[config.mk]
export PLATFORM = sky130hd
export DESIGN_NAME = micro_seq_unit
export DESIGN_NICKNAME = d
export VERILOG_FILES = /design/src/rtl/micro_seq_unit.sv
export SDC_FILE = /design/constraint.sdc
export NUM_CORES = 1
export LEC_CHECK = 0
export ABC_AREA = 1
export CORE_MARGIN = 2
export CORE_UTILIZATION = 55
export CTS_CLUSTER_SIZE = 10
export DETAILED_ROUTE_END_ITERATION = 6
export PLACE_DENSITY_LB_ADDON = 0.05
export SYNTH_ARGS = -nofsm -noshare
export SYNTH_HDL_FRONTEND = slang
export SYNTH_SLANG_ARGS = --single-unit
[constraint.sdc]
create_clock -name clk -period 5.68 [get_ports clk]
set_clock_uncertainty 0.15 [all_clocks]
set_input_delay 0.568 -clock clk [delete_from_list [all_inputs] [get_ports clk]]
set_output_delay 0.568 -clock clk [all_outputs]
set_load 0.05 [all_outputs]
[src/rtl/micro_seq_unit.sv]
// Micro-program sequencer: owns the micro-PC and a small return-address stack,
// and selects the next micro-address from increment, jump, branch, dispatch or call/return.
module micro_seq_unit #(
  parameter int                ADDR_W      = 6,
  parameter int                STACK_DEPTH = 4,
  parameter logic [ADDR_W-1:0] RESET_ADDR  = '0,
  localparam int               DEPTH_W     = $clog2(STACK_DEPTH + 1)
) (
  input  logic               clk,
  input  logic               rst,
  input  logic               stall,
  input  logic [2:0]         seq_op,
  input  logic               cond,
  input  logic [ADDR_W-1:0]  target_addr,
  input  logic [ADDR_W-1:0]  dispatch_addr,
  output logic [ADDR_W-1:0]  mpc,
  output logic [ADDR_W-1:0]  mpc_inc,
  output logic [DEPTH_W-1:0] stack_depth,
  output logic               stack_full,
  output logic               stack_empty,
  output logic               seq_err
);

  localparam int PTR_W = (STACK_DEPTH > 1) ? $clog2(STACK_DEPTH) : 1;

  typedef enum logic [2:0] {
    OP_NEXT     = 3'd0,
    OP_JUMP     = 3'd1,
    OP_CBR      = 3'd2,
    OP_DISPATCH = 3'd3,
    OP_CALL     = 3'd4,
    OP_RET      = 3'd5,
    OP_RESTART  = 3'd6,
    OP_RSVD     = 3'd7
  } seq_op_e;

  seq_op_e             op;
  logic [ADDR_W-1:0]   mpc_q;
  logic [ADDR_W-1:0]   mpc_d;
  logic [DEPTH_W-1:0]  depth_q;
  logic [DEPTH_W-1:0]  depth_d;
  logic [DEPTH_W-1:0]  depth_m1;
  logic                err_q;
  logic                err_set;
  logic                push_en;
  logic [PTR_W-1:0]    push_idx;
  logic [PTR_W-1:0]    top_idx;
  logic [ADDR_W-1:0]   top_addr;
  logic                full;
  logic                empty;
  logic [ADDR_W-1:0]   stack_mem [STACK_DEPTH];

  assign op       = seq_op_e'(seq_op);
  assign mpc_inc  = mpc_q + ADDR_W'(1);
  assign full     = (depth_q == DEPTH_W'(STACK_DEPTH));
  assign empty    = (depth_q == '0);
  assign depth_m1 = depth_q - DEPTH_W'(1);
  // Entries occupy slots 0..depth-1, so the next free slot is indexed by depth itself.
  assign push_idx = depth_q[PTR_W-1:0];
  assign top_idx  = depth_m1[PTR_W-1:0];
  assign top_addr = stack_mem[top_idx];

  always_comb begin
    mpc_d   = mpc_inc;
    depth_d = depth_q;
    push_en = 1'b0;
    err_set = 1'b0;
    unique case (op)
      OP_NEXT:     mpc_d = mpc_inc;
      OP_JUMP:     mpc_d = target_addr;
      OP_CBR:      mpc_d = cond ? target_addr : mpc_inc;
      OP_DISPATCH: mpc_d = dispatch_addr;
      OP_CALL: begin
        if (full) begin
          mpc_d   = mpc_inc;
          err_set = 1'b1;
        end else begin
          mpc_d   = target_addr;
          push_en = 1'b1;
          depth_d = depth_q + DEPTH_W'(1);
        end
      end
      OP_RET: begin
        if (empty) begin
          mpc_d   = RESET_ADDR;
          err_set = 1'b1;
        end else begin
          mpc_d   = top_addr;
          depth_d = depth_m1;
        end
      end
      OP_RESTART: begin
        mpc_d   = RESET_ADDR;
        depth_d = '0;
      end
      OP_RSVD:     mpc_d = mpc_inc;
      default:     mpc_d = mpc_inc;
    endcase
  end

  always_ff @(posedge clk) begin
    if (rst) begin
      mpc_q   <= RESET_ADDR;
      depth_q <= '0;
      err_q   <= 1'b0;
    end else if (!stall) begin
      mpc_q   <= mpc_d;
      depth_q <= depth_d;
      if (err_set) err_q <= 1'b1;
    end
  end

  // Stack contents are don't-care after reset; only the depth counter is reset.
  always_ff @(posedge clk) begin
    if (!rst && !stall && push_en) begin
      stack_mem[push_idx] <= mpc_inc;
    end
  end

  assign mpc         = mpc_q;
  assign stack_depth = depth_q;
  assign stack_full  = full;
  assign stack_empty = empty;
  assign seq_err     = err_q;

endmodule

* Word level (Yosys, flattened, before mapping)
Memories as Yosys holds them, arrays and structs flattened.
Index checks and enable logic that the tools add are counted.
Widths: inputs -> output; s select.
** Storage, ports and cells
- Register bits :: 10
- Bits in writable memories :: 24
- Output and inout bits :: 18
- Word-level logic and storage cells :: 42
- Memories kept :: 1
** Memories
- stack_mem :: depth 4, bits a word 6, rd ports 1, clocked after memory_dff 0, wr ports 1, RTL line 51 : logic [ADDR_W-1:0] stack_mem [STACK_DEPTH];
** Operators by class
- Add/subtract/negate cells :: 3
- Equality and inequality tests :: 10
- Multiplexer cells :: 14
- Bitwise logic cells :: 1
- Reductions and logical operators :: 10
** Operators with widths (number)
- $pmux 6 s7 :: 1
- $mux 6 :: 3
- $eq 3x3->1 const B :: 5
- $pmux 3 s3 :: 1
- $add 6x1->6 const B :: 1
- $eq 3x2->1 const B :: 2
- $logic_not 3->1 :: 2
- $mux 1 :: 6
- $mux 3 :: 2
- $ne 2x2->1 const B :: 2
- $reduce_and 4->1 :: 1
- $add 3x1->3 const B :: 1
- $eq 3x1->1 const B :: 1
- $reduce_bool 3->1 :: 1
- $sub 3x1->3 const B :: 1
- $logic_and 1x1->1 :: 2
- $logic_not 1->1 :: 2
- $pmux 1 s2 :: 1
- $reduce_and 2->1 :: 1
- $reduce_or 2->1 :: 1
- $not 1->1 :: 1

* Longest topological paths before layout
- Depth in word-level cells :: 6
- Gate-level depth with buffers :: 12

* Worst setup path after synthesis
OpenSTA, ideal clock, no wires.
- Path type :: register -> output
- From :: reg mpc_q[0] (netlist: mpc[0])
- To :: out mpc_inc[4]
- Arrival :: 2035 ps
- Data required time :: 4962 ps
- Slack :: 2927 ps
- Cell stages (with the launch flop) :: 4
- Path buffers :: 0
- Cell sequence :: dfxtp_1 > ha_1 > nand3_1 > xnor2_1
** Between the ends
- Word-level cells in the longest chain between the ends :: 1
** Ends and longest elaborated chain
- from (decl) :: RTL line 38 : logic [ADDR_W-1:0] mpc_q;
- from (signal assigned) :: RTL line 107 : mpc_q <= mpc_d;
- $add 6x1->6 :: RTL line 54 : assign mpc_inc = mpc_q + ADDR_W'(1);
- to (decl) :: RTL line 17 : output logic [ADDR_W-1:0] mpc_inc,
Every way passes these cells.

* Worst setup path after layout
- From :: reg depth_q[0] (netlist: stack_depth[0])
- To :: out stack_empty
** Between the ends
- Word-level cells in the longest chain between the ends :: 1
** Ends and longest elaborated chain
- from (decl) :: RTL line 40 : logic [DEPTH_W-1:0] depth_q;
- from (signal assigned) :: RTL line 108 : depth_q <= depth_d;
- $logic_not 3->1 :: RTL line 56 : assign empty = (depth_q == '0);
- to (decl) :: RTL line 20 : output logic stack_empty,
Every way passes these cells.

==> flow_metrics.env <==
export IMPL_clockBufferDepth=2
export IMPL_dpl_hpwl_mm=2.985
export IMPL_hold_path_class="reg2reg"
export IMPL_rr_startpoint="stack_depth[0]$_SDFFE_PP0P_"
export IMPL_die_y_um=61.97
export IMPL_max_freq_ghz=0.3043
export IMPL_crit_chain="inv_1 > ha_1 > inv_1 > nor2_1 > clkdlybuf4s50_1"
export IMPL_die_x_um=61.97
export IMPL_ir_drop_mv=0.1942
export IMPL_r2r_end="stack_mem[0][5]$_DFFE_PP_"
export IMPL_crit_top_cell="inv_1"
export IMPL_via_per_inst=5.045
export IMPL_rows=21
export IMPL_htree_levels=2
export IMPL_max_cap_violations=0
export IMPL_holdBufCountCts=0
export IMPL_dp_cells=305
export IMPL_fin_nets=291
export IMPL_drc=0
export IMPL_drt_wl_total_mm=4.075
export IMPL_dieArea_um2=3840
export IMPL_synth_seq_cells=34
export IMPL_first_pass_iters=4
export IMPL_final_setup_worst_slack_ns=2.394
export IMPL_wl_met2_mm=1.994
export IMPL_final_setup_viol_count=0
export IMPL_min_to="seq_err$_SDFFE_PP0P_"
export IMPL_clk_pin_slew_ns=0.11
export IMPL_critPathKind="reg2out"
export IMPL_ios=37
export IMPL_synth_fp_nets=253
export IMPL_min_from="seq_err$_SDFFE_PP0P_"
export IMPL_root_buffer="clkbuf_4"
export IMPL_initialDrtViolationCount=77
export IMPL_final_core_util_pct=71.20
export IMPL_cp_slowest_stage_delay_ns=0.84
export IMPL_worst_pin_slew_ns=0.6279
export IMPL_grt_pass1_vias=1350
export IMPL_cp_max_fo=16
export IMPL_grt_pass1_wl_mm=6.106
export IMPL_outcome="finished clean"
export IMPL_min_period_ns=3.286
export IMPL_crit_slowest_cell="clkdlybuf4s50_1"
export IMPL_port_buffers=36
export IMPL_endpoint_kind="primary output"
export IMPL_fin_cells=313
export IMPL_final_antenna_net_count=0
export IMPL_fin_crit_sh_pct=57.85
export IMPL_place_worst_setup_slack_ns=2.785
export IMPL_critPathRequiredTime_ns=4.96
export IMPL_hold_depth=2
export IMPL_grt_max_degree=17
export IMPL_cts_resized=0
export IMPL_slew_viol_final=0
export IMPL_path_delay_family="buffers and inverters"
export IMPL_crit_buf_inv=3
export IMPL_initial_core_util_pct=56.27
export IMPL_cts_tree="built"
export IMPL_core_um2=3284
export IMPL_cts_setup_buffers=0
export IMPL_r2r_setup_slack_ns=2.90
export IMPL_timing_setup_tns_ns=0
export IMPL_yosysWarnings=0
export IMPL_total_power_mw=0.6235
export IMPL_start_kind="flop"
export IMPL_numCtsBuffers=5
export IMPL_area_growth_pct=26.54
export IMPL_cp_data_arrival_time_ns=2.57
export IMPL_relSlewSlack_pct=57.98
export IMPL_wl_met3_um=175
export IMPL_netlist_area_um2=1848
export IMPL_gp_congestion=0.8415
export IMPL_antenna_found_initial=0
export IMPL_final_hold_violation_count=0
export IMPL_cts_sinks=34
export IMPL_grt_overflow_total=0
export IMPL_grt_usage_pct=22.86
export IMPL_final_layout_size_suffix_gt1_share_pct=7.865
export IMPL_avgSynthCellArea_um2=8.105
export IMPL_leakagePower_nw=0.9574
export IMPL_synthesis_instances=228
export IMPL_wl_per_cell_um=13.02
export IMPL_top_layer="met4"
export IMPL_ys_types=25
export IMPL_num_antenna_cells=0
export IMPL_clk_latency_ns=0.34
export IMPL_wl_met1_mm=1.852
export IMPL_r2r_cells=7
export IMPL_rsz0062_at_grt="false"
export IMPL_num_vias=1579
export IMPL_powerDensity_nw_per_um2=266.6
export IMPL_ys_seq_area_share_pct=49.83
-- how the worst max path moves through the flow --
stage	from	end	depth (start not counted)
2_1_floorplan	mpc[0]$_SDFFE_PP0N_	mpc_inc[4]	3
3_3_place_gp	stack_depth[0]$_SDFFE_PP0P_	stack_empty	5
3_5_place_dp	stack_depth[0]$_SDFFE_PP0P_	stack_empty	5
4_1_cts	stack_depth[0]$_SDFFE_PP0P_	stack_empty	5
5_1_grt	stack_depth[0]$_SDFFE_PP0P_	stack_empty	5
6_report	stack_depth[0]$_SDFFE_PP0P_	stack_empty	5
-- worst register-to-register path, cell delays in order, from the launching register on --
cell	delay [ns]
dfxtp_1	0.66
inv_1	0.37
ha_1	0.32
nand2_1	0.09
nand3_1	0.10
nor2_1	0.11
nand2_1	0.11
nor2_1	0.51
-- cells in the mapped netlist --
master | instances | area share [%]
inv_1 | 20 | 4.1
buf_2 | 2 | 0.54
nand4_1 | 2 | 0.68
clkbuf_1 | 1 | 0.20
edfxtp_1 | 24 | 39
xnor2_1 | 3 | 1.4
nand3b_1 | 2 | 0.81
nand2_1 | 68 | 14
or2_1 | 1 | 0.34
and2_4 | 1 | 0.47
dfxtp_1 | 10 | 11
nand3_1 | 22 | 6.0
nand2_4 | 1 | 0.61
o21ai_0 | 14 | 3.8
nor2_1 | 28 | 5.7
ha_1 | 6 | 4.1
a21oi_1 | 4 | 1.1
nor3b_1 | 1 | 0.41
nand3_2 | 2 | 1.1
or2_2 | 1 | 0.34
o21ai_1 | 2 | 0.54
inv_2 | 4 | 0.81
buf_4 | 2 | 0.81
xor2_1 | 2 | 0.95
nor2_2 | 5 | 1.7
-- placed cells by master, fill, tap and decap left out, types with 4 or more instances in the layout --
cell type | Yosys | final
ha_1 | 6 | 6
clkdlybuf4s50_1 | 0 | 36
nor2_1 | 28 | 28
clkbuf_4 | 0 | 5
inv_1 | 20 | 20
nor2_2 | 5 | 5
edfxtp_1 | 24 | 24
nand3_1 | 22 | 22
nand2_1 | 68 | 68
a21oi_1 | 4 | 4
dfxtp_1 | 10 | 10
o21ai_0 | 14 | 14
inv_2 | 4 | 4
-- logic make-up (layout without fill, tap and decap cells) --
kind of cell	Yosys count	in the layout	share of synthesized area, %
xor+xnor	5	5	2.370
simple gates	134	134	31.89
flops	34	34	49.83
fa+ha+maj	6	6	4.062
buf+inv	29	68	6.431
compound gates	20	20	5.417
-- sequential cells by signal (all words and copies together), names as in the netlist --
| name | flops |
|---|---|
| seq_err | 1 |
| mpc | 6 |
| stack_mem | 24 |
| stack_depth | 3 |
-- layout make-up --
type                            count  area [µm²]
Inverter                           24       90.09
Clock inverter                      3       63.81
Fill cell                         271       945.9
Sequential cell                    34       920.9
Clock buffer                        5       37.54
Multi-Input combinational cell    165       808.3
Tap cell                           46       57.56
Timing Repair Buffer               36       360.3
-- metal layers --
layer	vias up	global-route usage [%]
li1	811	-
met1	716	30.39
met2	45	36.76
met3	7	6.211
met4	0	6.687
met5	-	0
-- through the flow --
step	hold slack (ns)	cell area, µm²
after floorplan	0.4871	1848
after global placement	0.3134	2237
after detailed placement	0.3145	2237
after CTS	0.3422	2338
after global routing	0.3643	2338
final	0.3345	2338
-- report_power, final --
| part | internal, mW | switching (mW) | leakage, nW | total (mW) |
|---|---|---|---|---|
| clock | 0.136 | 0.0852 | 0.0528 | 0.221 |
| combinational | 0.0441 | 0.0793 | 0.607 | 0.123 |
| sequential | 0.273 | 0.00677 | 0.298 | 0.279 |
| total | 0.452 | 0.171 | 0.957 | 0.623 |
(Power assumes the default switching activity.)
